$ cat config.mk
export PLATFORM = sky130hd
export DESIGN_NAME = io_responder_flat
export DESIGN_NICKNAME = d
export VERILOG_FILES = /design/src/rtl/chimpo_io_pkg.sv /design/src/rtl/io_responder_if.sv /design/src/rtl/io_fifo.sv /design/src/rtl/io_responder.sv /design/src/flat_wrapper.sv
export SDC_FILE = /design/constraint.sdc
export NUM_CORES = 1
export LEC_CHECK = 0
export BUFFER_PORTS_ARGS = -buffer_cell sky130_fd_sc_hd__buf_4
export CORE_MARGIN = 2
export CORE_UTILIZATION = 55
export CTS_CLUSTER_SIZE = 28
export DETAILED_ROUTE_END_ITERATION = 6
export GPL_TIMING_DRIVEN = 0
export PLACE_DENSITY = 0.78
export SETUP_SLACK_MARGIN = 0.1
export SYNTH_ARGS = -nofsm -noshare
export SYNTH_HDL_FRONTEND = slang
export SYNTH_SLANG_ARGS = --single-unit
$ cat constraint.sdc
create_clock -name clk -period 4.6 [get_ports clk]
set_input_delay 0.23 -clock clk [delete_from_list [all_inputs] [get_ports clk]]
set_output_delay 0.23 -clock clk [all_outputs]
set_load 0.01 [all_outputs]
$ cat src/rtl/chimpo_io_pkg.sv
// Chimpo I/O shared definitions.
// Port addresses, word width and output FSM states.
package chimpo_io_pkg;

  localparam int IO_IN_ADDR  = 1024;
  localparam int IO_OUT_ADDR = 1026;
  localparam int IO_WIDTH    = 16;

  typedef enum logic {
    OUT_IDLE,
    OUT_HOLD
  } out_state_t;

endpackage

$ cat src/rtl/io_responder_if.sv
// Processor-side and board-side signals of the I/O responder.
// slave is the responder view, master the processor/board view.
interface io_responder_if #(
  parameter int WIDTH = chimpo_io_pkg::IO_WIDTH
);

  logic             in_sel;
  logic             out_sel;
  logic [WIDTH-1:0] wr_data;
  logic [WIDTH-1:0] rd_data;
  logic             stall;
  logic [WIDTH-1:0] ext_in_data;
  logic             ext_in_valid;
  logic             ext_in_ready;
  logic [WIDTH-1:0] ext_out_data;
  logic             ext_out_valid;
  logic             ext_out_ack;

  modport slave (
    input  in_sel, out_sel, wr_data,
    input  ext_in_data, ext_in_valid, ext_out_ack,
    output rd_data, stall, ext_in_ready,
    output ext_out_data, ext_out_valid
  );

  modport master (
    output in_sel, out_sel, wr_data,
    output ext_in_data, ext_in_valid, ext_out_ack,
    input  rd_data, stall, ext_in_ready,
    input  ext_out_data, ext_out_valid
  );

endinterface

$ cat src/rtl/io_fifo.sv
// Small synchronous FIFO for board input words.
// Head is combinational and reads zero when empty.
module io_fifo #(
  parameter int WIDTH = 16,
  parameter int DEPTH = 4
) (
  input  logic             clk,
  input  logic             reset,
  input  logic             push,
  input  logic             pop,
  input  logic [WIDTH-1:0] din,
  output logic [WIDTH-1:0] dout,
  output logic             full,
  output logic             empty
);

  localparam int AW = $clog2(DEPTH);

  logic [WIDTH-1:0] mem [DEPTH];
  logic [AW-1:0]    wr_ptr;
  logic [AW-1:0]    rd_ptr;
  logic [AW:0]      count;
  logic             do_push;
  logic             do_pop;

  assign full    = (count == (AW+1)'(DEPTH));
  assign empty   = (count == '0);
  assign do_push = push && !full;
  assign do_pop  = pop && !empty;
  assign dout    = empty ? '0 : mem[rd_ptr];

  // storage write, no reset needed since head is masked when empty
  always_ff @(posedge clk) begin
    if (do_push) mem[wr_ptr] <= din;
  end

  // pointers and occupancy
  always_ff @(posedge clk) begin
    if (reset) begin
      wr_ptr <= '0;
      rd_ptr <= '0;
      count  <= '0;
    end else begin
      if (do_push) wr_ptr <= wr_ptr + AW'(1);
      if (do_pop)  rd_ptr <= rd_ptr + AW'(1);
      count <= count + (AW+1)'(do_push) - (AW+1)'(do_pop);
    end
  end

endmodule

$ cat src/rtl/io_responder.sv
// Chimpo memory-mapped I/O responder.
// Input FIFO, held output word with valid/ack, stall generation.
module io_responder
  import chimpo_io_pkg::*;
#(
  parameter int WIDTH = 16,
  parameter int DEPTH = 4
) (
  input logic         clk,
  input logic         reset,
  io_responder_if.slave bus
);

  out_state_t       state_q;
  out_state_t       state_d;
  logic [WIDTH-1:0] data_q;
  logic             load;
  logic             fifo_full;
  logic             fifo_empty;
  logic             out_stall;

  io_fifo #(
    .WIDTH (WIDTH),
    .DEPTH (DEPTH)
  ) u_fifo (
    .clk   (clk),
    .reset (reset),
    .push  (bus.ext_in_valid && !fifo_full),
    .pop   (bus.in_sel),
    .din   (bus.ext_in_data),
    .dout  (bus.rd_data),
    .full  (fifo_full),
    .empty (fifo_empty)
  );

  assign bus.ext_in_ready  = !fifo_full;
  assign bus.ext_out_valid = (state_q == OUT_HOLD);
  assign bus.ext_out_data  = data_q;
  assign bus.stall = (bus.in_sel && fifo_empty) || out_stall;

  // output FSM next state, load and write stall
  always_comb begin
    state_d   = state_q;
    load      = 1'b0;
    out_stall = 1'b0;
    unique case (state_q)
      OUT_IDLE: begin
        if (bus.out_sel) begin
          load    = 1'b1;
          state_d = OUT_HOLD;
        end
      end
      OUT_HOLD: begin
        if (bus.ext_out_ack) begin
          if (bus.out_sel) load = 1'b1;
          else state_d = OUT_IDLE;
        end else if (bus.out_sel) begin
          out_stall = 1'b1;
        end
      end
      default: state_d = OUT_IDLE;
    endcase
  end

  // output state and held word
  always_ff @(posedge clk) begin
    if (reset) begin
      state_q <= OUT_IDLE;
      data_q  <= '0;
    end else begin
      state_q <= state_d;
      if (load) data_q <= bus.wr_data;
    end
  end

endmodule

$ cat src/flat_wrapper.sv
// flat-port wrapper written by rule: the top's interface ports become plain ports
module io_responder_flat import chimpo_io_pkg::*;
#(
  parameter int WIDTH = 16,
  parameter int DEPTH = 4
)
  (clk, reset, bus_in_sel, bus_out_sel, bus_wr_data, bus_ext_in_data, bus_ext_in_valid, bus_ext_out_ack, bus_rd_data, bus_stall, bus_ext_in_ready, bus_ext_out_data, bus_ext_out_valid);
  io_responder_if #(.WIDTH(WIDTH)) bus_i ();
  input logic clk;
  input logic reset;
  input wire logic [$bits(bus_i.in_sel)-1:0] bus_in_sel;
  input wire logic [$bits(bus_i.out_sel)-1:0] bus_out_sel;
  input wire logic [$bits(bus_i.wr_data)-1:0] bus_wr_data;
  input wire logic [$bits(bus_i.ext_in_data)-1:0] bus_ext_in_data;
  input wire logic [$bits(bus_i.ext_in_valid)-1:0] bus_ext_in_valid;
  input wire logic [$bits(bus_i.ext_out_ack)-1:0] bus_ext_out_ack;
  output wire logic [$bits(bus_i.rd_data)-1:0] bus_rd_data;
  output wire logic [$bits(bus_i.stall)-1:0] bus_stall;
  output wire logic [$bits(bus_i.ext_in_ready)-1:0] bus_ext_in_ready;
  output wire logic [$bits(bus_i.ext_out_data)-1:0] bus_ext_out_data;
  output wire logic [$bits(bus_i.ext_out_valid)-1:0] bus_ext_out_valid;
  assign bus_i.in_sel = bus_in_sel;
  assign bus_i.out_sel = bus_out_sel;
  assign bus_i.wr_data = bus_wr_data;
  assign bus_i.ext_in_data = bus_ext_in_data;
  assign bus_i.ext_in_valid = bus_ext_in_valid;
  assign bus_i.ext_out_ack = bus_ext_out_ack;
  assign bus_rd_data = bus_i.rd_data;
  assign bus_stall = bus_i.stall;
  assign bus_ext_in_ready = bus_i.ext_in_ready;
  assign bus_ext_out_data = bus_i.ext_out_data;
  assign bus_ext_out_valid = bus_i.ext_out_valid;
  io_responder #(.WIDTH(WIDTH), .DEPTH(DEPTH)) u_core (.clk(clk), .reset(reset), .bus(bus_i));
endmodule
==> results of run 1 <==
## routing by layer
| layer | global-route usage [%] | vias up | wire length [um] |
|---|---|---|---|
| li1 | - | 1026 | - |
| met1 | 25.22 | 1018 | 2775 |
| met2 | 28.98 | 51 | 3264 |
| met3 | 3.988 | 11 | 273 |
| met4 | 7.359 | 0 | 94 |
| met5 | 0 | - | 0 |
## layout by cell type, fill, tap and decap left out, drive strengths merged, types with 3 or more instances in the layout
| cell | Yosys | layout |
|---|---|---|
| buf | 6 | 76 |
| edfxtp | 64 | 64 |
| dfxtp | 26 | 26 |
| o21ai | 18 | 18 |
| a21oi | 18 | 18 |
| clkbuf | 8 | 17 |
| nand3 | 16 | 16 |
| mux4 | 16 | 16 |
| nor2b | 15 | 15 |
| inv | 8 | 8 |
| nor2 | 6 | 6 |
| ha | 6 | 6 |
| and2b | 4 | 4 |
| and2 | 4 | 4 |
| bufinv | 0 | 4 |
| nand2 | 3 | 3 |
| nand2b | 3 | 3 |
## kinds of logic (layout without fill, tap and decap cells)
family,Yosys count,in the layout
compound gates,38,38
xor+xnor,3,3
fa+ha+maj,7,7
buf+inv,22,108
flops,90,90
mux,18,18
simple gates,53,53
## sequential cells by signal (all words and copies together), names as in the netlist, named ones only
register / flops
u_core.u_fifo.mem: 64
u_core.bus.ext_out_data: 16
u_core.u_fifo.count: 3
u_core.u_fifo.rd_ptr: 2
u_core.u_fifo.wr_ptr: 2
u_core.bus.ext_out_valid: 1
## synth_stat cells, types with 6 or more instances
master,n
ha_1,6
clkbuf_1,7
dfxtp_1,26
mux4_1,6
inv_1,8
mux4_2,10
edfxtp_1,64
a21oi_1,18
nor2_1,6
nor2b_1,12
o21ai_0,18
nand3_1,16
## report_power, final
part           switching [mW]  total [mW]  internal [mW]  leakage [nW]
Clock                   0.266       0.681          0.415         0.129
Sequential             0.0416        1.01          0.964         0.800
Combinational           0.306       0.663          0.357         0.780
Total                   0.614        2.35           1.74          1.71
## area by class of cell
type                            count  area share [%]
Tap cell                           77           2.143
Clock inverter                      7           3.145
Buffer                             14           1.893
Clock buffer                        9           2.755
Multi-Input combinational cell    119           23.38
Inverter                            8          0.6680
Timing Repair Buffer               70           11.69
Sequential cell                    90           54.33
## path summary, 6_finish.rpt
kind                              start  depth (start not counted)                    endpoint  slack [ns]
max              u_core.u_fifo.count[1]                         10      u_core.u_fifo.count[2]        2.24
min                  bus_ext_in_data[7]                          1     u_core.u_fifo.mem[2][7]        0.08
max reg2reg      u_core.u_fifo.count[1]                         10      u_core.u_fifo.count[2]        2.24
min reg2reg  u_core.bus.ext_out_data[4]                          2  u_core.bus.ext_out_data[4]        0.49
## per-stage QoR
stage          setup slack (ns)  std cells
2_1_floorplan             2.452        231
3_3_place_gp              2.296        378
3_5_place_dp              2.250        378
4_1_cts                   2.224        394
5_1_grt                   2.061        394
6_report                  2.241        394
==> key figures, run 1 <==
Power
  – Power, Total: ~2.3 mW
  – Max VDD drop: ~0.0004 V
  – P_leak: approximately 1.7 nW
  – Cell Pwr Density: around 520 nW/um^2

Logic synthesis
  – Distinct cells, synth: 30
  – Top FF cell, synth: edfxtp_1
  – Seq/Total Area, Yosys: 67.68%
  – Syn Nets: approximately 280
  – Synth Area in Compound Gates: around 5.5%
  – Yosys warning count: 0
  – Mux cell area share after synthesis: between 10% and 20%
  – Syn_area_per_cell: ~16 um^2
  – EDFF count, synth: 64
  – Async SR Flop Fraction: 0%
  – Adder-Cell Fraction of Synth Area: approximately 2.6%
  – Post-synth top area cell: edfxtp_1
  – XOR/XNOR share of the synthesized area: 0.7282%
  – Top area cells in the synthesized netlist: edfxtp_1, dfxtp_1, mux4_2
  – Mapped Area: 3608 um^2
  – Synth top area share: 53.26%
  – Main combinational cell family by area after synthesis: multiplexers
  – Yosys reg bits: 90
  – Post-Synth Simple-Gate Area: around 9%
  – Post-Synthesis Cells: between 200 and 250

Clock tree
  – Clk sinks: 90
  – Hold buffer count at CTS: 0
  – CTS clk-pin slew, worst paths: 0.09 ns
  – CTS tree: done
  – Clock latency on the worst-skew pair: about 0.35 ns
  – Post-CTS Setup Repair Bufs: 0
  – CTS Buf Count: 9
  – Clock root buffer: clkbuf_8
  – H-tree depth: 3
  – Clock Path Buffers: 2
  – Resized Gates After CTS: 0

STA
  – Fin crit period: 2.359 ns
  – Worst Skew: 0.008404 ns
  – Tightest Pin Transition: ~0.85 ns
  – Slew HR: 43.65%
  – Fmax: approximately 420 MHz
  – Fin Setup TNS: 0 ns
  – Hold slack: roughly 0.077 ns
  – RSZ-0062 raised after global routing: false
  – Final Hold Fails: 0
  – Endpoints failing setup: 0
  – Fin crit share: 51.28%
  – Max Slew Vio Count: 0

Worst setup path
  – Crit path capture type: register
  – CP cell instances: nor2_1 -> a21boi_2 -> inv_1 -> ha_1 -> inv_1 -> ha_1 -> fa_1 -> xnor2_1 -> xnor2_1 -> nor2_1
  – Crit path max-delay cell type: dfxtp_1
  – Worst Path Buf+Inv: 2
  – CP delay by family, top: adder cells
  – Setup crit start kind: register
  – CP max stage delay: about 0.48 ns
  – Crit-path max FO: 7
  – Crit Path Category: register to register
  – Worst EP arrival: about 2.6 ns
  – Worst endpoint required time: slightly below 5 ns

Routing
  – Via/cell ratio: around 5.3
  – Starting DRT DRC Count: 194
  – Vias: about 2100
  – Drc violations: 0
  – Routed WL per cell: 16.26 um
  – Post-DRT Antenna Nets: 0
  – Final wirelength: between 6000 and 7000 um
  – DRT Pass-1 Iters: 4

Layout
  – Fin area: 4496 um^2
  – Area of the multi-input gates: roughly 1100 um^2
  – Area grow syn2layout: 24.58%
  – Nets@finish: 357
  – Fillers: around 430
  – Finished Core Util: 70.80%
  – Fraction of layout cells with a size suffix above 1: between 30% and 40%
  – FF+latch area: 2442 um^2
  – Antenna Cells: 0

Placement
  – Port Buffers: 70
  – GP Congestion: between 0.7 and 0.8
  – DP Area: approximately 4200 um^2
  – DP HPWL: roughly 4400 um

Die
  – Initial Util: 56.83%
  – Total number of placement rows: 29
  – Vert. Die Dim: between 80 and 90 um
  – Core Area: roughly 6300 um^2
  – Die width: roughly 85 um
  – Io pins: 73
  – Die footprint: between 7000 and 8000 um^2

Hold path
  – HP Class: primary input to register

GRT
  – Vias in the first global route: 2024
  – All-Layer GR Usage: 18.37%
  – Pin count of the biggest net entering global routing: 17
  – First-pass GRT wire length: 9942 um
  – GRT overflow: 0
  – Antenna violations before repair: 0

Flow run
  – Max cap viols: 0

Run status
  – Status: finished clean
Note: power is estimated with default switching activity, not from simulation.
==> run 2: changes to the inputs <==
CORE_UTILIZATION = 49   (was 55)
PLACE_DENSITY = 0.73   (was 0.78)
clock period = 1.9 ns   (was 4.6 ns; I/O delays follow)
==> run 2 against run 1 <==
The run now ends with negative setup slack left. Power grew to 2.7 times the previous value. Clock skew down 0.0011 ns. Global-route usage grew 0.41 points. Fmax up 16%. Routed wire length grew 19%. First-iteration DRC count shrank 2.1%. Critical path depth decreased by 1. Sequential share of layout area shrank 6.7 points. Combinational power rose to 3.7 times the previous value. Critical path type unchanged. Largest power group unchanged.
==> key figures, run 2 (synthesized netlist as in run 1, its figures left out) <==
GRT
  – First-pass GRT wire length: 11570 um (+16%)
  – GRT overflow: 0 (unchanged)
  – Vias in the first global route: 2360 (+17%)
  – All-Layer GR Usage: 18.78% (+0.41 points)
  – Antenna violations before repair: 0 (unchanged)
  – Pin count of the biggest net entering global routing: 17 (unchanged)

Die
  – Core Area: 7176 um^2 (+13%)
  – Io pins: 73 (unchanged)
  – Initial Util: 50.29% (-6.5 points)
  – Total number of placement rows: 31 (+6.9%)
  – Die width: 89.82 um (+5.7%)
  – Die footprint: 8067 um^2 (+12%)
  – Vert. Die Dim: 89.82 um (+5.7%)

Clock tree
  – H-tree depth: 3 (unchanged)
  – CTS Buf Count: 9 (unchanged)
  – CTS clk-pin slew, worst paths: 0.09 ns (about the same)
  – CTS tree: done
  – Clk sinks: 90 (unchanged)
  – Clock root buffer: clkbuf_8
  – Clock Path Buffers: 2 (unchanged)
  – Clock latency on the worst-skew pair: 0.35 ns (about the same)

Layout
  – Fillers: 435 (+2.1%)
  – Most frequent cells in the layout: buf_4, edfxtp_1, dlygate4sd3_1
  – Area of the multi-input gates: 1157 um^2 (+10%)
  – Final std cells w/o fill: 460 (+17%)
  – Antenna Cells: 0 (unchanged)
  – FF+latch area: 2455 um^2 (+0.51%)
  – Biggest register: u_core.u_fifo.mem
  – Fin area: 5159 um^2 (+15%)
  – Finished Core Util: 71.89% (+1.1 points)
  – Area grow syn2layout: 42.96%
  – Number of flip-flops in the largest register: 64 (unchanged)
  – Nets@finish: 401 (+12%)
  – Fraction of layout cells with a size suffix above 1: 42.66% (+8.3 points)

Routing
  – Via/cell ratio: 5.124 (-4.1%)
  – Starting DRT DRC Count: 190 (-2.1%)
  – Vias: 2357 (+12%)
  – Routed WL per cell: 16.61 um (+2.2%)
  – Final wirelength: 7642 um (+19%)
  – Post-DRT Antenna Nets: 0 (unchanged)
  – Drc violations: 0 (unchanged)
  – DRT Pass-1 Iters: 4 (unchanged)

Power
  – Power share of the clock group: 24.4% (-4.6 points)
  – Power, Total: 6.448 mW (+170%)
  – Internal: 4.641 mW (+170%)
  – Sequential power share: 38.1% (-4.7 points)
  – Gate power share: 37.5% (+9.3 points)
  – Max VDD drop: 0.0005372 V (+32%)
  – Sw power: 1.806 mW (+190%)
  – Switching fraction of total power: 28.01% (+1.9 points)
  – P_leak: 1.962 nW (+15%)
  – Cell Pwr Density: 1250 nW/um^2 (+140%)

STA
  – RSZ-0062 raised after global routing: true
  – Tightest Pin Transition: 0.4796 ns (-0.3656 ns)
  – Fin Setup TNS: -0.1336 ns (-0.1336 ns)
  – Max Slew Vio Count: 0 (unchanged)
  – Worst Skew: 0.007313 ns (-0.001091 ns)
  – Setup ws final: -0.1336 ns (-2.375 ns)
  – Fmax: 491.7 MHz (+16%)
  – Fin crit share: 107.0% (+56 points)
  – Final Hold Fails: 0 (unchanged)
  – Endpoints failing setup: 1 (+1)
  – Slew HR: 68.03% (+24 points)
  – Fin crit period: 2.034 ns (-0.3254 ns)
  – Hold slack: 0.03383 ns (-0.04282 ns)

Placement
  – DP HPWL: 4429 um (+1.6%)
  – Port Buffers: 70 (unchanged)
  – DP Area: 4308 um^2 (+1.8%)
  – Dpl cells: 400 (+5.8%)
  – Placement Setup Slack: -0.1861 ns (-2.436 ns)
  – GP Congestion: 0.7292 (-3.0%)

Run status
  – Failing checks: negative setup slack
  – Status: finished, violations left

Worst setup path
  – Crit path max-delay cell type: dfxtp_4
  – Crit path capture type: register
  – Worst endpoint required time: 2.12 ns (-2.71 ns)
  – Setup crit start kind: register
  – CP max stage delay: 0.38 ns (-0.10 ns)
  – Worst EP arrival: 2.26 ns (-0.32 ns)
  – Crit-path max FO: 4 (-3)
  – CP cell instances: o31ai_4 -> inv_2 -> ha_4 -> inv_2 -> ha_4 -> fa_2 -> xnor2_2 -> xnor2_1 -> nor2_1
  – Crit Path Category: register to register

Hold path
  – HP Class: primary input to register

Flow run
  – Max cap viols: 0 (unchanged)
run 2: cell types whose count changed in the layout (fill, tap and decap cells not counted), moves of 3 or more:
cell	before	now
dlygate4sd3_1	0	31
buf_6	1	18
nor2b_1	12	4
nor2b_4	3	11
buf_4	70	64
mux4_1	6	0
mux4_2	10	16
and2_1	4	0
and2_2	0	4
buf_12	1	5
dfxtp_1	26	22
dfxtp_4	0	3
inv_1	8	5
inv_2	0	3
run 2: timing repair:
| item | 4_1_cts | 5_1_grt |
|---|---|---|
| endpoints found under the hold margin | 79 | 0 |
| setup endpoints to repair | 81 | 19 |
| hold buffers | 31 | 0 |
| pin swaps | 6 | 5 |
| resized for setup | 31 | 20 |
| setup buffers | 10 | 4 |
| cloned | 1 | 0 |
run 2: critical path: cells and delay by family (launching register included):
family	cells	cell delay, ns
buffers and inverters	2	0.11
xor gates and xnor gates	2	0.30
AOI/OAI and AO/OA	1	0.28
adders and majority gates	3	0.79
and+or+nand+nor	1	0.05
DFF	1	0.38
run 2: power groups by stage:
| stage | sequential, mW | combinational, mW | clock [mW] |
|---|---|---|---|
| after floorplan | 2.49 | 1.08 | 0 |
| after global placement | 2.50 | 1.65 | 0 |
| after detailed placement | 2.51 | 1.67 | 0 |
| after CTS | 2.45 | 2.20 | 1.59 |
| after global routing | 2.47 | 2.59 | 1.68 |
| final | 2.45 | 2.42 | 1.58 |
run 2: path summary, 6_finish.rpt:
check	slack (ns)	startpoint	cells after the start	endpoint
min reg2reg	0.49	u_core.bus.ext_out_data[2]	2	u_core.bus.ext_out_data[2]
max reg2reg	-0.13	u_core.u_fifo.count[0]	9	u_core.u_fifo.count[2]
max	-0.13	u_core.u_fifo.count[0]	9	u_core.u_fifo.count[2]
min	0.03	bus_wr_data[9]	3	u_core.bus.ext_out_data[9]
run 2: cell type report:
cell class	instances	share of cell area, %
Buffer	13	1.843
Clock buffer	9	2.401
Clock inverter	7	2.377
Inverter	8	0.5821
Multi-Input combinational cell	119	22.44
Sequential cell	90	47.59
Tap cell	99	2.401
Timing Repair Buffer	115	20.37
run 2: metal layers:
layer	wire, um	GRT usage [%]	up-vias
met5	0	0	-
met3	257	4.526	11
li1	-	-	1105
met4	163	9.231	0
met1	3156	23.01	1180
met2	4065	31.44	61
